$ cat config.mk
export PLATFORM = sky130hd
export DESIGN_NAME = irq_controller_flat
export DESIGN_NICKNAME = d
export VERILOG_FILES = /design/src/rtl/irq_controller_pkg.sv /design/src/rtl/irq_controller_if.sv /design/src/rtl/irq_controller_source.sv /design/src/rtl/irq_controller.sv /design/src/flat_wrapper.sv
export SDC_FILE = /design/constraint.sdc
export NUM_CORES = 1
export LEC_CHECK = 0
export BUFFER_PORTS_ARGS = -buffer_cell sky130_fd_sc_hd__buf_2
export CORE_MARGIN = 5
export CORE_UTILIZATION = 50
export CTS_CLUSTER_DIAMETER = 30
export DETAILED_ROUTE_END_ITERATION = 10
export PLACE_DENSITY = 0.74
export SLEW_MARGIN = 30
export SYNTH_ARGS = -nofsm -noshare
export SYNTH_HDL_FRONTEND = slang
export SYNTH_HIERARCHICAL = 1
export SYNTH_SLANG_ARGS = --single-unit
$ cat constraint.sdc
create_clock -name clk -period 3.2 [get_ports clk]
set_input_delay 0.48 -clock clk [delete_from_list [all_inputs] [get_ports clk]]
set_output_delay 0.48 -clock clk [all_outputs]
set_load 0.05 [all_outputs]
$ cat src/rtl/irq_controller_pkg.sv
// Shared types and helpers for the interrupt controller: FSM state encoding
// and interrupt vector arithmetic.
package irq_controller_pkg;

  typedef enum logic [1:0] {
    IRQ_IDLE,
    IRQ_REQ,
    IRQ_ACKED
  } irq_state_t;

  localparam int NIBBLE_W = 4;
  localparam int VECTOR_W = 13;

  // ROM vector of a source; the 13-bit sum wraps naturally.
  function automatic logic [VECTOR_W-1:0] calc_vector(
    input logic [VECTOR_W-1:0] base,
    input int unsigned         idx,
    input int unsigned         stride
  );
    logic [31:0] offset;
    offset = idx * stride;
    return base + offset[VECTOR_W-1:0];
  endfunction

endpackage

$ cat src/rtl/irq_controller_if.sv
// CPU data bus and microcode interrupt handshake seen by the interrupt controller.
// master = CPU/microcode side, slave = controller side.
interface irq_controller_if
  import irq_controller_pkg::*;
#(
  parameter int ADDR_WIDTH = 12
);

  logic [ADDR_WIDTH-1:0] bus_addr;
  logic                  bus_read_en;
  logic                  bus_write_en;
  logic [NIBBLE_W-1:0]   bus_write_data;
  logic                  bus_hit;
  logic [NIBBLE_W-1:0]   bus_read_data;
  logic                  int_enable;
  logic                  irq_req;
  logic [VECTOR_W-1:0]   irq_vector;
  logic                  irq_ack;
  logic                  irq_pending;

  modport master (
    output bus_addr, bus_read_en, bus_write_en, bus_write_data, int_enable, irq_ack,
    input  bus_hit, bus_read_data, irq_req, irq_vector, irq_pending
  );

  modport slave (
    input  bus_addr, bus_read_en, bus_write_en, bus_write_data, int_enable, irq_ack,
    output bus_hit, bus_read_data, irq_req, irq_vector, irq_pending
  );

endinterface

$ cat src/rtl/irq_controller_source.sv
// One interrupt source: sticky factor flags cleared by a flag read, plus a
// software-written mask; pending when any unmasked flag is set.
module irq_controller_source #(
  parameter int FACTOR_BITS = 4
) (
  input  logic                   clk,
  input  logic                   reset,
  input  logic [FACTOR_BITS-1:0] set_pulse,
  input  logic                   clear,
  input  logic                   mask_we,
  input  logic [FACTOR_BITS-1:0] mask_wdata,
  output logic [FACTOR_BITS-1:0] flag,
  output logic [FACTOR_BITS-1:0] mask,
  output logic                   pending
);

  logic [FACTOR_BITS-1:0] flag_reg;
  logic [FACTOR_BITS-1:0] flag_next;
  logic [FACTOR_BITS-1:0] mask_reg;

  // A set pulse coinciding with a read-clear must survive the clear.
  assign flag_next = (flag_reg & ~{FACTOR_BITS{clear}}) | set_pulse;

  always_ff @(posedge clk or posedge reset) begin
    if (reset) begin
      flag_reg <= '0;
      mask_reg <= '0;
    end else begin
      flag_reg <= flag_next;
      if (mask_we) begin
        mask_reg <= mask_wdata;
      end
    end
  end

  assign flag    = flag_reg;
  assign mask    = mask_reg;
  assign pending = |(flag_reg & mask_reg);

endmodule

$ cat src/rtl/irq_controller.sv
// Interrupt controller top: nibble register decode, registered read mux,
// fixed-priority arbitration and the request/ack handshake to microcode.
module irq_controller
  import irq_controller_pkg::*;
#(
  parameter int                    NUM_SOURCES   = 6,
  parameter int                    FACTOR_BITS   = 4,
  parameter int                    ADDR_WIDTH    = 12,
  parameter logic [ADDR_WIDTH-1:0] FLAG_BASE     = 12'hF00,
  parameter logic [ADDR_WIDTH-1:0] MASK_BASE     = 12'hF10,
  parameter logic [VECTOR_W-1:0]   VECTOR_BASE   = 13'h0102,
  parameter int                    VECTOR_STRIDE = 2
) (
  input  logic                               clk,
  input  logic                               reset,
  input  logic [NUM_SOURCES*FACTOR_BITS-1:0] factor_set,
  irq_controller_if.slave                    bus
);

  localparam int IDX_W = (NUM_SOURCES > 1) ? $clog2(NUM_SOURCES) : 1;

  logic [ADDR_WIDTH-1:0]  flag_off;
  logic [ADDR_WIDTH-1:0]  mask_off;
  logic                   flag_hit;
  logic                   mask_hit;
  logic [IDX_W-1:0]       flag_idx;
  logic [IDX_W-1:0]       mask_idx;

  logic [FACTOR_BITS-1:0] flag_arr [NUM_SOURCES];
  logic [FACTOR_BITS-1:0] mask_arr [NUM_SOURCES];
  logic [NUM_SOURCES-1:0] pending_vec;
  logic                   irq_pending;
  logic [IDX_W-1:0]       winner;

  logic [NIBBLE_W-1:0]    read_data_reg;
  logic [NIBBLE_W-1:0]    read_data_next;

  irq_state_t             state_reg;
  irq_state_t             state_next;
  logic                   irq_req_reg;
  logic                   irq_req_next;
  logic [VECTOR_W-1:0]    irq_vector_reg;
  logic [VECTOR_W-1:0]    irq_vector_next;

  // Unsigned offset compare covers both bounds of each register window.
  assign flag_off = bus.bus_addr - FLAG_BASE;
  assign mask_off = bus.bus_addr - MASK_BASE;
  assign flag_hit = flag_off < ADDR_WIDTH'(NUM_SOURCES);
  assign mask_hit = mask_off < ADDR_WIDTH'(NUM_SOURCES);
  assign flag_idx = flag_off[IDX_W-1:0];
  assign mask_idx = mask_off[IDX_W-1:0];

  generate
    for (genvar gi = 0; gi < NUM_SOURCES; gi++) begin : g_src
      irq_controller_source #(
        .FACTOR_BITS(FACTOR_BITS)
      ) u_src (
        .clk        (clk),
        .reset      (reset),
        .set_pulse  (factor_set[gi*FACTOR_BITS +: FACTOR_BITS]),
        .clear      (bus.bus_read_en && flag_hit && (flag_idx == IDX_W'(gi))),
        .mask_we    (bus.bus_write_en && mask_hit && (mask_idx == IDX_W'(gi))),
        .mask_wdata (bus.bus_write_data[FACTOR_BITS-1:0]),
        .flag       (flag_arr[gi]),
        .mask       (mask_arr[gi]),
        .pending    (pending_vec[gi])
      );
    end
  endgenerate

  always_comb begin
    read_data_next = '0;
    for (int i = 0; i < NUM_SOURCES; i++) begin
      if (flag_hit && (flag_idx == IDX_W'(i))) begin
        read_data_next[FACTOR_BITS-1:0] = flag_arr[i];
      end else if (mask_hit && (mask_idx == IDX_W'(i))) begin
        read_data_next[FACTOR_BITS-1:0] = mask_arr[i];
      end
    end
  end

  // Ascending scan: the last pending index seen is the highest priority.
  always_comb begin
    winner = '0;
    for (int i = 0; i < NUM_SOURCES; i++) begin
      if (pending_vec[i]) begin
        winner = IDX_W'(i);
      end
    end
  end

  assign irq_pending = |pending_vec;

  always_ff @(posedge clk or posedge reset) begin
    if (reset) begin
      read_data_reg <= '0;
    end else if (bus.bus_read_en) begin
      read_data_reg <= read_data_next;
    end
  end

  always_ff @(posedge clk or posedge reset) begin
    if (reset) begin
      state_reg      <= IRQ_IDLE;
      irq_req_reg    <= 1'b0;
      irq_vector_reg <= '0;
    end else begin
      state_reg      <= state_next;
      irq_req_reg    <= irq_req_next;
      irq_vector_reg <= irq_vector_next;
    end
  end

  always_comb begin
    state_next      = state_reg;
    irq_req_next    = irq_req_reg;
    irq_vector_next = irq_vector_reg;
    case (state_reg)
      IRQ_IDLE: begin
        if (bus.int_enable && irq_pending) begin
          state_next      = IRQ_REQ;
          irq_req_next    = 1'b1;
          irq_vector_next = calc_vector(VECTOR_BASE, 32'(winner), VECTOR_STRIDE);
        end
      end
      IRQ_REQ: begin
        if (bus.irq_ack) begin
          state_next   = IRQ_ACKED;
          irq_req_next = 1'b0;
        end else if (!bus.int_enable || !irq_pending) begin
          state_next   = IRQ_IDLE;
          irq_req_next = 1'b0;
        end
      end
      IRQ_ACKED: begin
        // Wait for microcode to clear I so a new request needs a fresh enable.
        if (!bus.int_enable) begin
          state_next = IRQ_IDLE;
        end
      end
      default: begin
        state_next   = IRQ_IDLE;
        irq_req_next = 1'b0;
      end
    endcase
  end

  assign bus.bus_hit       = flag_hit || mask_hit;
  assign bus.bus_read_data = read_data_reg;
  assign bus.irq_req       = irq_req_reg;
  assign bus.irq_vector    = irq_vector_reg;
  assign bus.irq_pending   = irq_pending;

endmodule

$ cat src/flat_wrapper.sv
// flat-port wrapper written by rule: the top's interface ports become plain ports
module irq_controller_flat import irq_controller_pkg::*;
#(
  parameter int                    NUM_SOURCES   = 6,
  parameter int                    FACTOR_BITS   = 4,
  parameter int                    ADDR_WIDTH    = 12,
  parameter logic [ADDR_WIDTH-1:0] FLAG_BASE     = 12'hF00,
  parameter logic [ADDR_WIDTH-1:0] MASK_BASE     = 12'hF10,
  parameter logic [VECTOR_W-1:0]   VECTOR_BASE   = 13'h0102,
  parameter int                    VECTOR_STRIDE = 2
)
  (clk, reset, factor_set, bus_bus_addr, bus_bus_read_en, bus_bus_write_en, bus_bus_write_data, bus_int_enable, bus_irq_ack, bus_bus_hit, bus_bus_read_data, bus_irq_req, bus_irq_vector, bus_irq_pending);
  irq_controller_if #(.ADDR_WIDTH(ADDR_WIDTH)) bus_i ();
  input  logic clk;
  input  logic reset;
  input  logic [NUM_SOURCES*FACTOR_BITS-1:0] factor_set;
  input wire logic [$bits(bus_i.bus_addr)-1:0] bus_bus_addr;
  input wire logic [$bits(bus_i.bus_read_en)-1:0] bus_bus_read_en;
  input wire logic [$bits(bus_i.bus_write_en)-1:0] bus_bus_write_en;
  input wire logic [$bits(bus_i.bus_write_data)-1:0] bus_bus_write_data;
  input wire logic [$bits(bus_i.int_enable)-1:0] bus_int_enable;
  input wire logic [$bits(bus_i.irq_ack)-1:0] bus_irq_ack;
  output wire logic [$bits(bus_i.bus_hit)-1:0] bus_bus_hit;
  output wire logic [$bits(bus_i.bus_read_data)-1:0] bus_bus_read_data;
  output wire logic [$bits(bus_i.irq_req)-1:0] bus_irq_req;
  output wire logic [$bits(bus_i.irq_vector)-1:0] bus_irq_vector;
  output wire logic [$bits(bus_i.irq_pending)-1:0] bus_irq_pending;
  assign bus_i.bus_addr = bus_bus_addr;
  assign bus_i.bus_read_en = bus_bus_read_en;
  assign bus_i.bus_write_en = bus_bus_write_en;
  assign bus_i.bus_write_data = bus_bus_write_data;
  assign bus_i.int_enable = bus_int_enable;
  assign bus_i.irq_ack = bus_irq_ack;
  assign bus_bus_hit = bus_i.bus_hit;
  assign bus_bus_read_data = bus_i.bus_read_data;
  assign bus_irq_req = bus_i.irq_req;
  assign bus_irq_vector = bus_i.irq_vector;
  assign bus_irq_pending = bus_i.irq_pending;
  irq_controller #(.NUM_SOURCES(NUM_SOURCES), .FACTOR_BITS(FACTOR_BITS), .ADDR_WIDTH(ADDR_WIDTH), .FLAG_BASE(FLAG_BASE), .MASK_BASE(MASK_BASE), .VECTOR_BASE(VECTOR_BASE), .VECTOR_STRIDE(VECTOR_STRIDE)) u_core (.clk(clk), .reset(reset), .factor_set(factor_set), .bus(bus_i));
endmodule
* After elaboration in Yosys (flattened, before gate mapping)
Index checks and enable logic that the tools add are counted.
** Word-level totals
- Bits in registers :: 68
- Input bits :: 46
- Output and inout bits :: 20
- Word-level logic and storage cells :: 130
** Operators by class
- Add/sub/neg operators :: 3
- Magnitude comparators :: 2
- Equal/unequal tests :: 15
- Mux-type cells :: 26
- Bitwise logic cells :: 25
- Reduce and logical (&&, ||, !) cells :: 43
** Operator list (number)
- 4-bit bitwise AND :: 12
- 4-bit 2-to-1 mux :: 12
- 1-bit logical AND :: 27
- 12-bit by 3-bit < comparator with 1-bit output, second input constant :: 2
- 4-bit NOT :: 6
- 4-bit bitwise OR :: 6
- 24-bit OR reduction :: 1
- 12-bit subtractor, second input constant :: 2
- 4-bit OR reduction :: 5
- 3-bit by 2-bit == test with 1-bit output, second input constant :: 4
- 3-bit == test, second input constant :: 4
- 2-bit 2-to-1 mux :: 6
- 9-bit by 4-bit adder with 10-bit output, first input constant :: 1
- 3-bit by 1-bit == test with 1-bit output, second input constant :: 2
- 3-bit logical NOT :: 2
- 3-bit 2-to-1 mux :: 2
- 2-bit one-hot mux with 3 select lines :: 1
- 3-bit AND reduction :: 2
- 1-bit 2-to-1 mux :: 4
- 3-bit by 2-bit != test with 1-bit output, second input constant :: 1
- 1-bit one-hot mux with 3 select lines :: 1
- 2-bit by 1-bit == test with 1-bit output, second input constant :: 1
- 2-bit == test, second input constant :: 1
- 1-bit logical NOT :: 2
- 6 further kinds :: 7

* Logic depth before layout (Yosys ltp)
Gate-level depths: netlist of the first run.
- Word-level depth :: 15
- Mapped depth :: 8
- Gate-level depth less buffers :: 8

* Modules after synthesis
Netlist of the first run, hierarchy kept.
** Modules (own cells, without submodules)
- irq_controller_source :: times used 6, cells each 21, area each 301.5 um2, seq. area each 200.2 um2
- irq_controller :: times used 1, cells each 174, area each 1415.1 um2, seq. area each 300.3 um2

* Worst setup path after synthesis of the first run
OpenSTA, ideal clock, no wires.
- Kind :: input to register
- Start point :: input bus_bus_addr[11]
- End point :: register u_core.g_src[0].u_src.mask_reg[0]
- Setup time :: 0.127 ns
- Arrival :: 2.435 ns
- Required time :: 3.073 ns
- Slack :: 0.638 ns
- Stages :: 7
- Buffers on the path :: 1
- Cell sequence :: and3_1 > nand4_1 > inv_2 > buf_2 > nand2_1 > nor4b_1 > mux2_1
** Between the ends
- Word-level cells in the longest chain between the ends :: 4
** RTL lines
- start, declared :: line flat_wrapper.sv:17 : input wire logic [$bits(bus_i.bus_addr)-1:0] bus_bus_addr;
- 12-bit subtractor :: line irq_controller.sv:47 : assign mask_off = bus.bus_addr - MASK_BASE;
- 12-bit by 3-bit < comparator with 1-bit output :: line irq_controller.sv:49 : assign mask_hit = mask_off < ADDR_WIDTH'(NUM_SOURCES);
- 1-bit logical AND (2 in a row) :: line irq_controller.sv:62 : .mask_we (bus.bus_write_en && mask_hit && (mask_idx == IDX_W'(gi))),
- end signal, assigned :: line irq_controller_source.sv:31 : mask_reg <= mask_wdata;
- end, declared :: line irq_controller_source.sv:19 : logic [FACTOR_BITS-1:0] mask_reg;
Every way passes these cells.
A chain may end at the register's enable or synchronous reset.

* Worst setup path after layout of the first run
- Start point :: register u_core.g_src[1].u_src.flag_reg[2]
- End point :: output bus_irq_pending
** Between the ends
- Word-level cells in the longest chain between the ends :: 2
** RTL lines
- start, declared :: line irq_controller_source.sv:17 : logic [FACTOR_BITS-1:0] flag_reg;
- start signal, assigned :: line irq_controller_source.sv:29 : flag_reg <= flag_next;
- 4-bit bitwise AND :: line irq_controller_source.sv:38 : assign pending = |(flag_reg & mask_reg);
- 24-bit OR reduction :: line irq_controller.sv:92 : assign irq_pending = |pending_vec;
- end, declared :: line flat_wrapper.sv:27 : output wire logic [$bits(bus_i.irq_pending)-1:0] bus_irq_pending;
Every way passes these cells.

==> results of run 1 <==
## routing by layer
metal	GRT usage	vias to the layer above	routed length, µm
met2	0.324	125	3760
li1	-	1225	-
met1	0.273	1308	3740
met4	0.0955	0	282
met5	0	-	0
met3	0.0642	22	628
## cell families after synthesis
logic type	after synthesis	share of synthesized area
AO/OA/AOI/OAI	85	0.202
AND/OR/NAND/NOR	77	0.151
flip-flops	60	0.466
buffers and inverters	42	0.0613
multiplexers	32	0.110
XOR/XNOR	2	0.00543
adder cells (fa/ha/maj)	1	0.00388
other	1	0.00116
## area by class of cell
type                            instances  area [µm²]  share of cell area
Clock buffer                           12         155              0.0410
Clock inverter                          4        95.1              0.0251
Inverter                               24        90.1              0.0238
Multi-Input combinational cell        205        1550               0.410
Sequential cell                        60        1500               0.397
Tap cell                               77        96.3              0.0255
Timing Repair Buffer                   58         293              0.0774
## stage by stage
step / utilization / total power (W) / setup WS (ps)
6_report: 0.599 / 0.00188 / 965
5_1_grt: 0.599 / 0.00195 / 845
4_1_cts: 0.599 / 0.00190 / 966
3_5_place_dp: 0.559 / 0.00104 / 779
3_3_place_gp: 0.559 / 0.00104 / 837
2_1_floorplan: - / 0.000975 / 638
## critical path, stage by stage (launching register included)
cell	delay (ps)
dfrtp_1	430
a22oi_1	200
nand2_1	150
nor4_1	290
nand2_1	120
buf_2	230
## power breakdown
group / switching [W] / internal (W) / leakage, nW
Sequential: 0.00000933 / 0.000778 / 0.696
Clock: 0.000288 / 0.000559 / 0.127
Combinational: 0.000176 / 0.0000674 / 0.924
Total: 0.000474 / 0.00140 / 1.75
## Yosys cell counts, drive strengths merged (3+ instances only)
cell type	number
a311o	3
a21o	25
nand4	3
a211oi	6
nand3	6
nor3	7
o21ai	3
nor4	4
o311ai	3
a22oi	15
mux2	27
nand3b	4
o22ai	8
mux2i	5
inv	24
a21oi	5
and2	4
clkbuf	3
or2	3
a2111oi	3
dfrtp	60
a32oi	3
a2bb2oi	3
nor2	12
nand2	12
and4	3
buf	15
and3	6
## worst max path at each step
stage,from,to,slack (ps),depth (start not counted)
global route,u_core/g_src[1].u_src/flag[2]$_DFF_PP0_,bus_irq_pending,850,5
global placement,bus_bus_addr[7],u_core/g_src[0].u_src/mask[1]$_DFFE_PP0P_,840,8
finish,u_core/g_src[1].u_src/flag[2]$_DFF_PP0_,bus_irq_pending,960,5
CTS,u_core/g_src[1].u_src/flag[2]$_DFF_PP0_,bus_irq_pending,970,5
floorplan,bus_bus_addr[11],u_core/g_src[0].u_src/mask[0]$_DFFE_PP0P_,640,7
detailed placement,bus_bus_addr[7],u_core/g_src[3].u_src/mask[0]$_DFFE_PP0P_,780,7
## placed cells by master (no fill, tap or decap), types with 3 or more instances in the layout
cell type   n
nand3_1     6
a211oi_2    3
mux2i_1     5
clkbuf_8   11
bufinv_16   3
and2_1      4
a22oi_1    15
inv_2       7
and3_1      6
nor4_1      3
o22ai_1     8
a311o_1     3
a211oi_1    3
dfrtp_1    60
a2bb2oi_1   3
conb_1      8
and4_2      3
nor3_1      7
nor2_1     12
a21oi_1     5
a2111oi_0   3
buf_2      57
mux2_2      3
inv_1      17
o311ai_0    3
a32oi_1     3
a21o_1     25
nand2_1    12
mux2_1     24
o21ai_0     3
nand3b_1    4
==> flow_summary.yaml, run 1 <==
detailed_routing:
  vias_per_cell: 6.09
  drc: 0
  drt-pass1-iter-count: 4
  vias: 2680
  wl_per_cell_um: 19.1
  drt-initial-drc-count: 211
  routed_wl_um: 8420
  drtAntennaViolNets: 0
cells_and_area:
  design_area_um2: 3780
  area_delta_synth_final_pct: 17.3
  instances_no_fill: 440
  nNetsFinal: 405
  fill_cells: 565
  antenna_cells: 0
  drive_gt1_frac: 0.264
power:
  p_leak_nw: 1.75
  vdd.ir_drop.worst_v: 0.000337
  power_density_nw_per_um2: 496
logic_synthesis:
  syn_area_um2: 3220
  synth_cell_types: 58
  synth-seq-cells: 60
  synthTopCellsByArea: "dfrtp_1 (47%), mux2_1 (8.4%), a21o_1 (5.8%)"
  yosysWarnings: 6
  syn_area_per_cell_um2: 10.7
  synth_flop_cell: "dfrtp_1"
  netlist.area_leader.share: 0.466
  ys_seq_area_frac: 0.466
  synth_edf_count: 0
  syn-instance-count: 300
  synthArstFlopShare: 1.00
  synth_top_area_cell: "dfrtp_1"
hold_path:
  hold_path.class: "input pin to asynchronous set/reset pin"
floorplan:
  placementRows: 29
  die_w_um: 90.3
  die_h_um: 90.3
  initial_core_util: 0.511
  core_area_um2: 6310
  die_area_um2: 8150
  ios: 66
status:
  status: "finished, final reports clean"
timing:
  tightest_slew_ps: 617
  hold_viol: 0
  post-route-min-period_ps: 2240
  setup_violations: 0
  fin_skew_ps: 4.21
  final.setup.tns_ps: 0
  fin_crit_sh: 0.698
  slew_headroom: 0.578
  rsz0062_at_grt: "false"
  drv_slew: 0
  fin_hold_ws_ps: 174
  max_freq_mhz: 447
critical_path:
  cp.arrival_ps: 1760
  startpoint_type: "flip-flop"
  r2r-end: "u_core/bus.irq_vector[8]$_DFFE_PP0P_"
  rrSetupSlack_ps: 1320
  r2r_cells: 7
  crit_type: "flip-flop to primary output"
  crit_fanout: 3
  reg2reg_from: "u_core/g_src[1].u_src/flag[2]$_DFF_PP0_"
  crit_required_ps: 2720
  cp-end-kind: "primary output"
placed_design:
  dpl_cell_area_um2: 3530
  portBuffers: 57
  place_inst: 424
  place_congestion: 1.00
  dpl.hpwl_um: 6490
global_routing:
  antenna_found_initial: 0
  grt_overflow: 0
  grt_pass1_wl_um: 13600
  grt_usage: 0.211
  grt_max_degree: 20
  grt_pass1_vias: 2746
clock_network:
  cts_resized: 0
  htreeDepth: 3
  clock_latency_ps: 340
  cts_setup_buffers: 0
  cts_tree: "done"
  clkTransAtPathRegs_ps: 60
  cts_hold_buf: 0
  clock_path_buffers: 2
  clock_sink_count: 60
  cts-root-buf: "clkbuf_8"
  cts_buffers: 9
job:
  drv_cap: 0
Power figures use the tool's default switching activity.
==> run 2, diff against run 1 <==
--- a/config.mk
+++ b/config.mk
@@ -10,7 +10,7 @@
 export CORE_UTILIZATION = 50
 export CTS_CLUSTER_DIAMETER = 30
 export DETAILED_ROUTE_END_ITERATION = 10
-export PLACE_DENSITY = 0.74
+export PLACE_DENSITY = 0.77
 export SLEW_MARGIN = 30
 export SYNTH_ARGS = -nofsm -noshare
 export SYNTH_HDL_FRONTEND = slang
==> constraint.sdc (replaced) <==
create_clock -name clk -period 1.8 [get_ports clk]
set_input_delay 0.27 -clock clk [delete_from_list [all_inputs] [get_ports clk]]
set_output_delay 0.27 -clock clk [all_outputs]
set_load 0.05 [all_outputs]
==> run 2 against run 1 <==
  * The run now ends with setup timing left
  * Largest power group is now registers
  * Hold slack worse by 80 ps
  * Final area up 16%
  * Critical path depth unchanged
  * Largest cell class unchanged
  * Critical path type unchanged
  * Clock skew up 1.6 ps
  * Highest routed layer unchanged
  * Total power up 63%
==> flow_summary.yaml, run 2 (same netlist as run 1, synthesis figures left out) <==
detailed_routing:
  vias: 2910
  drc: 0
  routed_wl_um: 9200
  drt-pass1-iter-count: 5
  wl_per_cell_um: 18.1
  drtAntennaViolNets: 0
  drt-initial-drc-count: 170
  vias_per_cell: 5.74
cells_and_area:
  design_area_um2: 4370
  instances_no_fill: 507
  fill_cells: 483
  antenna_cells: 0
  drive_gt1_frac: 0.428
  regArea_um2: 1500
  multi_input_area_um2: 1680
  nNetsFinal: 472
  area_delta_synth_final_pct: 35.6
  final_core_utilization: 0.692
  layout_common_cells: "buf_4 (65), dfrtp_1 (60), buf_2 (55)"
  final_common_cell: "buf_4"
hold_path:
  hold_start: "factor_set[7]"
  hold_depth: 2
  holdPathEnd: "u_core/g_src[1].u_src/flag[3]$_DFF_PP0_"
  hold_path.class: "input pin to flip-flop"
clock_network:
  cts-root-buf: "clkbuf_8"
  clkTransAtPathRegs_ps: 70
  cts_tree: "done"
  clock_path_buffers: 2
  clock_latency_ps: 340
  htreeDepth: 3
  cts_buffers: 9
  clock_sink_count: 60
global_routing:
  grt_pass1_wl_um: 14700
  grt_overflow: 0
  grt_pass1_vias: 2905
  antenna_found_initial: 0
  grt_usage: 0.226
  grt_max_degree: 15
power:
  p_leak_nw: 2.07
  power_density_nw_per_um2: 701
  vdd.ir_drop.worst_v: 0.000589
  power_w: 0.00306
timing:
  setup_violations: 1
  drv_slew: 0
  post-route-min-period_ps: 1850
  rsz0062_at_grt: "true"
  hold_viol: 0
  tightest_slew_ps: 527
  final.setup.tns_ps: -49.6
  max_freq_mhz: 541
  worst_slack_ps: -49.6
  slew_headroom: 0.640
  fin_skew_ps: 5.82
  fin_crit_sh: 1.03
status:
  violations: "setup timing"
  status: "complete, but fails checks"
floorplan:
  die_w_um: 90.3
  placementRows: 29
  initial_core_util: 0.511
  die_h_um: 90.3
  core_area_um2: 6310
  die_area_um2: 8150
  ios: 66
critical_path:
  cp.arrival_ps: 1580
  reg2reg_from: "u_core/g_src[1].u_src/flag[2]$_DFF_PP0_"
  r2r-end: "u_core/bus.irq_vector[3]$_DFFE_PP0P_"
  rrSetupSlack_ps: 0
  r2r_cells: 8
  cp-end-kind: "primary output"
  crit_type: "flip-flop to primary output"
  crit_required_ps: 1530
  startpoint_type: "flip-flop"
  crit_fanout: 3
placed_design:
  portBuffers: 57
  dpl.hpwl_um: 6840
  place_congestion: 0.928
  dpl_cell_area_um2: 3920
  place_inst: 470
job:
  drv_cap: 0
==> run 2: changes by cell type in the layout (fill, tap and decap cells not counted), moves of 3 or more <==
cell     delta
buf_4      +64
a22oi_2     +8
a22oi_1     -8
buf_6       +3
nand2_1     -7
nand2_2     +7
==> run 2: worst max path at each step <==
stage	start	endpoint	slack [ps]	cells after the start
6_report	u_core/g_src[0].u_src/mask[0]$_DFFE_PP0P_	bus_irq_pending	-50	5
2_1_floorplan	u_core/g_src[0].u_src/flag[0]$_DFF_PP0_	u_core/bus.irq_vector[2]$_DFFE_PP0P_	-30	7
5_1_grt	u_core/g_src[0].u_src/flag[0]$_DFF_PP0_	bus_irq_pending	-120	5
4_1_cts	u_core/g_src[0].u_src/flag[0]$_DFF_PP0_	bus_irq_pending	-60	5
3_5_place_dp	bus_bus_addr[7]	u_core/bus.bus_read_data[2]$_DFFE_PP0P_	-210	8
3_3_place_gp	bus_bus_addr[7]	u_core/bus.bus_read_data[1]$_DFFE_PP0P_	-180	7
==> run 2: final cells by class <==
type	instances	share of cell area
Clock buffer	11	0.0301
Timing Repair Buffer	125	0.186
Inverter	24	0.0212
Multi-Input combinational cell	205	0.385
Tap cell	77	0.0220
Clock inverter	5	0.0120
Sequential cell	60	0.343
==> run 2: where the power goes <==
group | switching [W] | internal [W] | leakage, nW
Sequential | 0.0000191 | 0.00138 | 0.696
Combinational | 0.000327 | 0.000171 | 1.28
Clock | 0.000531 | 0.000632 | 0.0931
Total | 0.000878 | 0.00219 | 2.07
==> run 2: layer usage <==
metal | vias up | wire length, µm | global-route usage
met5 | - | 0 | 0
met1 | 1424 | 4050 | 0.309
met4 | 0 | 104 | 0.0720
met3 | 10 | 675 | 0.0567
li1 | 1356 | - | -
met2 | 120 | 4370 | 0.352
==> run 2: worst max-delay path, stage by stage (launching register included) <==
cell	delay, ps
dfrtp_1	410
a22oi_2	200
nand2_2	100
nor4_4	280
nand2_2	90
buf_6	160
==> run 2: timing repair <==
action                                  CTS  global route
endpoints found under the setup margin    2             5
gates resized for setup                  15            13
endpoints found under the hold margin    48             0
hold buffers                              1             0
setup buffers                            16             5
pin swaps                                 9             8
==> run 2: through the flow <==
step	worst slack [ps]	hold WS, ps
final	-49.6	94.2
after global placement	-185	325
after detailed placement	-208	322
after CTS	-57.6	93.0
after global routing	-119	86.3
after floorplan	-26.1	85.7
==> run 3, diff against run 2 <==
--- a/config.mk
+++ b/config.mk
@@ -10,7 +10,7 @@
 export CORE_UTILIZATION = 50
 export CTS_CLUSTER_DIAMETER = 30
 export DETAILED_ROUTE_END_ITERATION = 10
-export PLACE_DENSITY = 0.77
+export PLACE_DENSITY = 0.74
 export SLEW_MARGIN = 30
 export SYNTH_ARGS = -nofsm -noshare
 export SYNTH_HDL_FRONTEND = slang
==> constraint.sdc (replaced) <==
create_clock -name clk -period 2.11 [get_ports clk]
set_input_delay 0.3165 -clock clk [delete_from_list [all_inputs] [get_ports clk]]
set_output_delay 0.3165 -clock clk [all_outputs]
set_load 0.05 [all_outputs]
==> run 3 against run 2 <==
  * The flow now finishes without violations
  * Sequential power down 15%
  * Via count decreased by 5.5%
  * Non-clock buffer count decreased by 48
  * Count of clock-buffer cells in the layout is 1 higher
  * Global-route usage decreased by 0.95 points
  * Core utilization down 7.7 points
  * Die area did not move
  * Wire length shrank 7.6%
==> flow_summary.yaml, run 3 (same netlist as run 1, synthesis figures left out) <==
critical_path:
  cp-end-kind: "primary output"
  cp_cell_sequence: "a22oi_1 -> nand2_1 -> nor4_2 -> nand2_1 -> buf_4"
  worst_path_max_delay_cell: "dfrtp_1"
  crit_top_cell: "nand2_1"
  cp.arrival_ps: 1650
  path_delay_family: "simple AND/OR/NAND/NOR gates"
  startpoint_type: "flip-flop"
  slowest_delay_ps: 420
  crit_fanout: 3
  crit_type: "flip-flop to primary output"
  crit_required_ps: 1790
  crit_buf_inv: 1
timing:
  tightest_slew_ps: 496
  max_freq_mhz: 507
  post-route-min-period_ps: 1970
  setup_violations: 0
  final.setup.tns_ps: 0
  worst_slack_ps: 140
  slew_headroom: 0.661
  hold_viol: 0
  fin_skew_ps: 5.76
  fin_crit_sh: 0.934
  fin_hold_ws_ps: 144
  drv_slew: 0
  rsz0062_at_grt: "false"
status:
  status: "finished, final reports clean"
detailed_routing:
  drt-initial-drc-count: 203
  routed_wl_um: 8500
  wl_per_cell_um: 18.6
  wl_met3_um: 676
  top_layer_used: "met4"
  vias: 2750
  met1Wirelength_um: 3720
  vias_per_cell: 6.02
  drt-pass1-iter-count: 5
  wl_met2_um: 3900
  drtAntennaViolNets: 0
  drc: 0
power:
  power_w: 0.00251
  power_density_nw_per_um2: 648
  vdd.ir_drop.worst_v: 0.000472
  p_leak_nw: 1.81
cells_and_area:
  antenna_cells: 0
  multi_input_area_um2: 1580
  fill_cells: 555
  final_common_cell: "dfrtp_1"
  layout_common_cells: "dfrtp_1 (60), buf_2 (56), a21o_1 (25)"
  drive_gt1_frac: 0.313
  design_area_um2: 3880
  nNetsFinal: 424
  area_delta_synth_final_pct: 20.4
  regArea_um2: 1500
global_routing:
  grt_usage: 0.217
  grt_overflow: 0
  grt_pass1_vias: 2745
  grt_max_degree: 17
  grt_pass1_wl_um: 14000
  antenna_found_initial: 0
clock_network:
  clock_latency_ps: 340
  cts_setup_buffers: 0
  clkTransAtPathRegs_ps: 70
  cts_buffers: 9
  clock_path_buffers: 2
  htreeDepth: 3
  clock_sink_count: 60
  cts-root-buf: "clkbuf_8"
  cts_tree: "done"
floorplan:
  die_h_um: 90.3
  placementRows: 29
  ios: 66
  die_area_um2: 8150
  initial_core_util: 0.511
  die_w_um: 90.3
  core_area_um2: 6310
placed_design:
  place_congestion: 0.915
  portBuffers: 57
  dpl_cell_area_um2: 3670
  dpl.hpwl_um: 6570
  dp_slack_ps: 65.6
hold_path:
  hold_path.class: "input pin to flip-flop"
job:
  drv_cap: 0
run 3: cell types whose count changed in the layout (fill, tap and decap cells not counted), sizes merged:
cell      change
buf          -47
clkinvlp      -1
bufinv        -1
clkinv        -1
run 3: what timing repair did:
action | in CTS | in global routing
hold endpoints to repair | 5 | 0
gates resized for setup | 0 | 7
setup endpoints to repair | 0 | 4
hold buffers | 1 | 0
run 3: power breakdown:
group | total, W | internal, W | switching, W | leakage (nW)
clock network | 0.000935 | 0.000505 | 0.000431 | 0.0941
registers | 0.00119 | 0.00118 | 0.0000141 | 0.696
logic | 0.000386 | 0.000115 | 0.000270 | 1.02
total | 0.00251 | 0.00180 | 0.000715 | 1.81
run 3: area by class of cell:
class / count / area share
Clock buffer: 12 / 0.0425
Clock inverter: 2 / 0.00258
Inverter: 24 / 0.0232
Multi-Input combinational cell: 205 / 0.407
Sequential cell: 60 / 0.387
Tap cell: 77 / 0.0248
Timing Repair Buffer: 77 / 0.113
run 3: worst paths after layout:
kind,startpoint,endpoint,slack [ps],cells after the start
hold reg to reg,u_core/bus.irq_vector[8]$_DFFE_PP0P_,u_core/bus.irq_vector[8]$_DFFE_PP0P_,460,1
hold / removal,factor_set[12],u_core/g_src[3].u_src/flag[0]$_DFF_PP0_,140,2
setup / recovery,u_core/g_src[2].u_src/flag[0]$_DFF_PP0_,bus_irq_pending,140,5
setup reg to reg,u_core/g_src[2].u_src/flag[0]$_DFF_PP0_,u_core/bus.irq_vector[8]$_DFFE_PP0P_,300,7
min in group asynchronous,reset,u_core/g_src[3].u_src/mask[3]$_DFFE_PP0P_,560,3
max in group asynchronous,reset,u_core/bus.irq_req$_DFFE_PP0P_,1150,3
run 3: stage by stage:
| step | util | cells |
|---|---|---|
| finish | 0.615 | 457 |
| global route | 0.615 | 457 |
| CTS | 0.611 | 457 |
| detailed placement | 0.582 | 442 |
| global placement | 0.582 | 442 |
| floorplan | - | 307 |
run 3: metal layers:
layer  track usage  up-vias
met5             0        -
met4        0.0844        0
met3        0.0383       23
met2         0.337      139
met1         0.301     1322
li1              -     1266
run 3: worst register-to-register path, stage by stage, from the launching register on:
cell and delay (ps):
dfrtp_1 420, a22oi_1 190, nand2_1 120, nor4_2 270, nand2_1 110, nand3b_1 170
nor2_1 130, or2_2 290
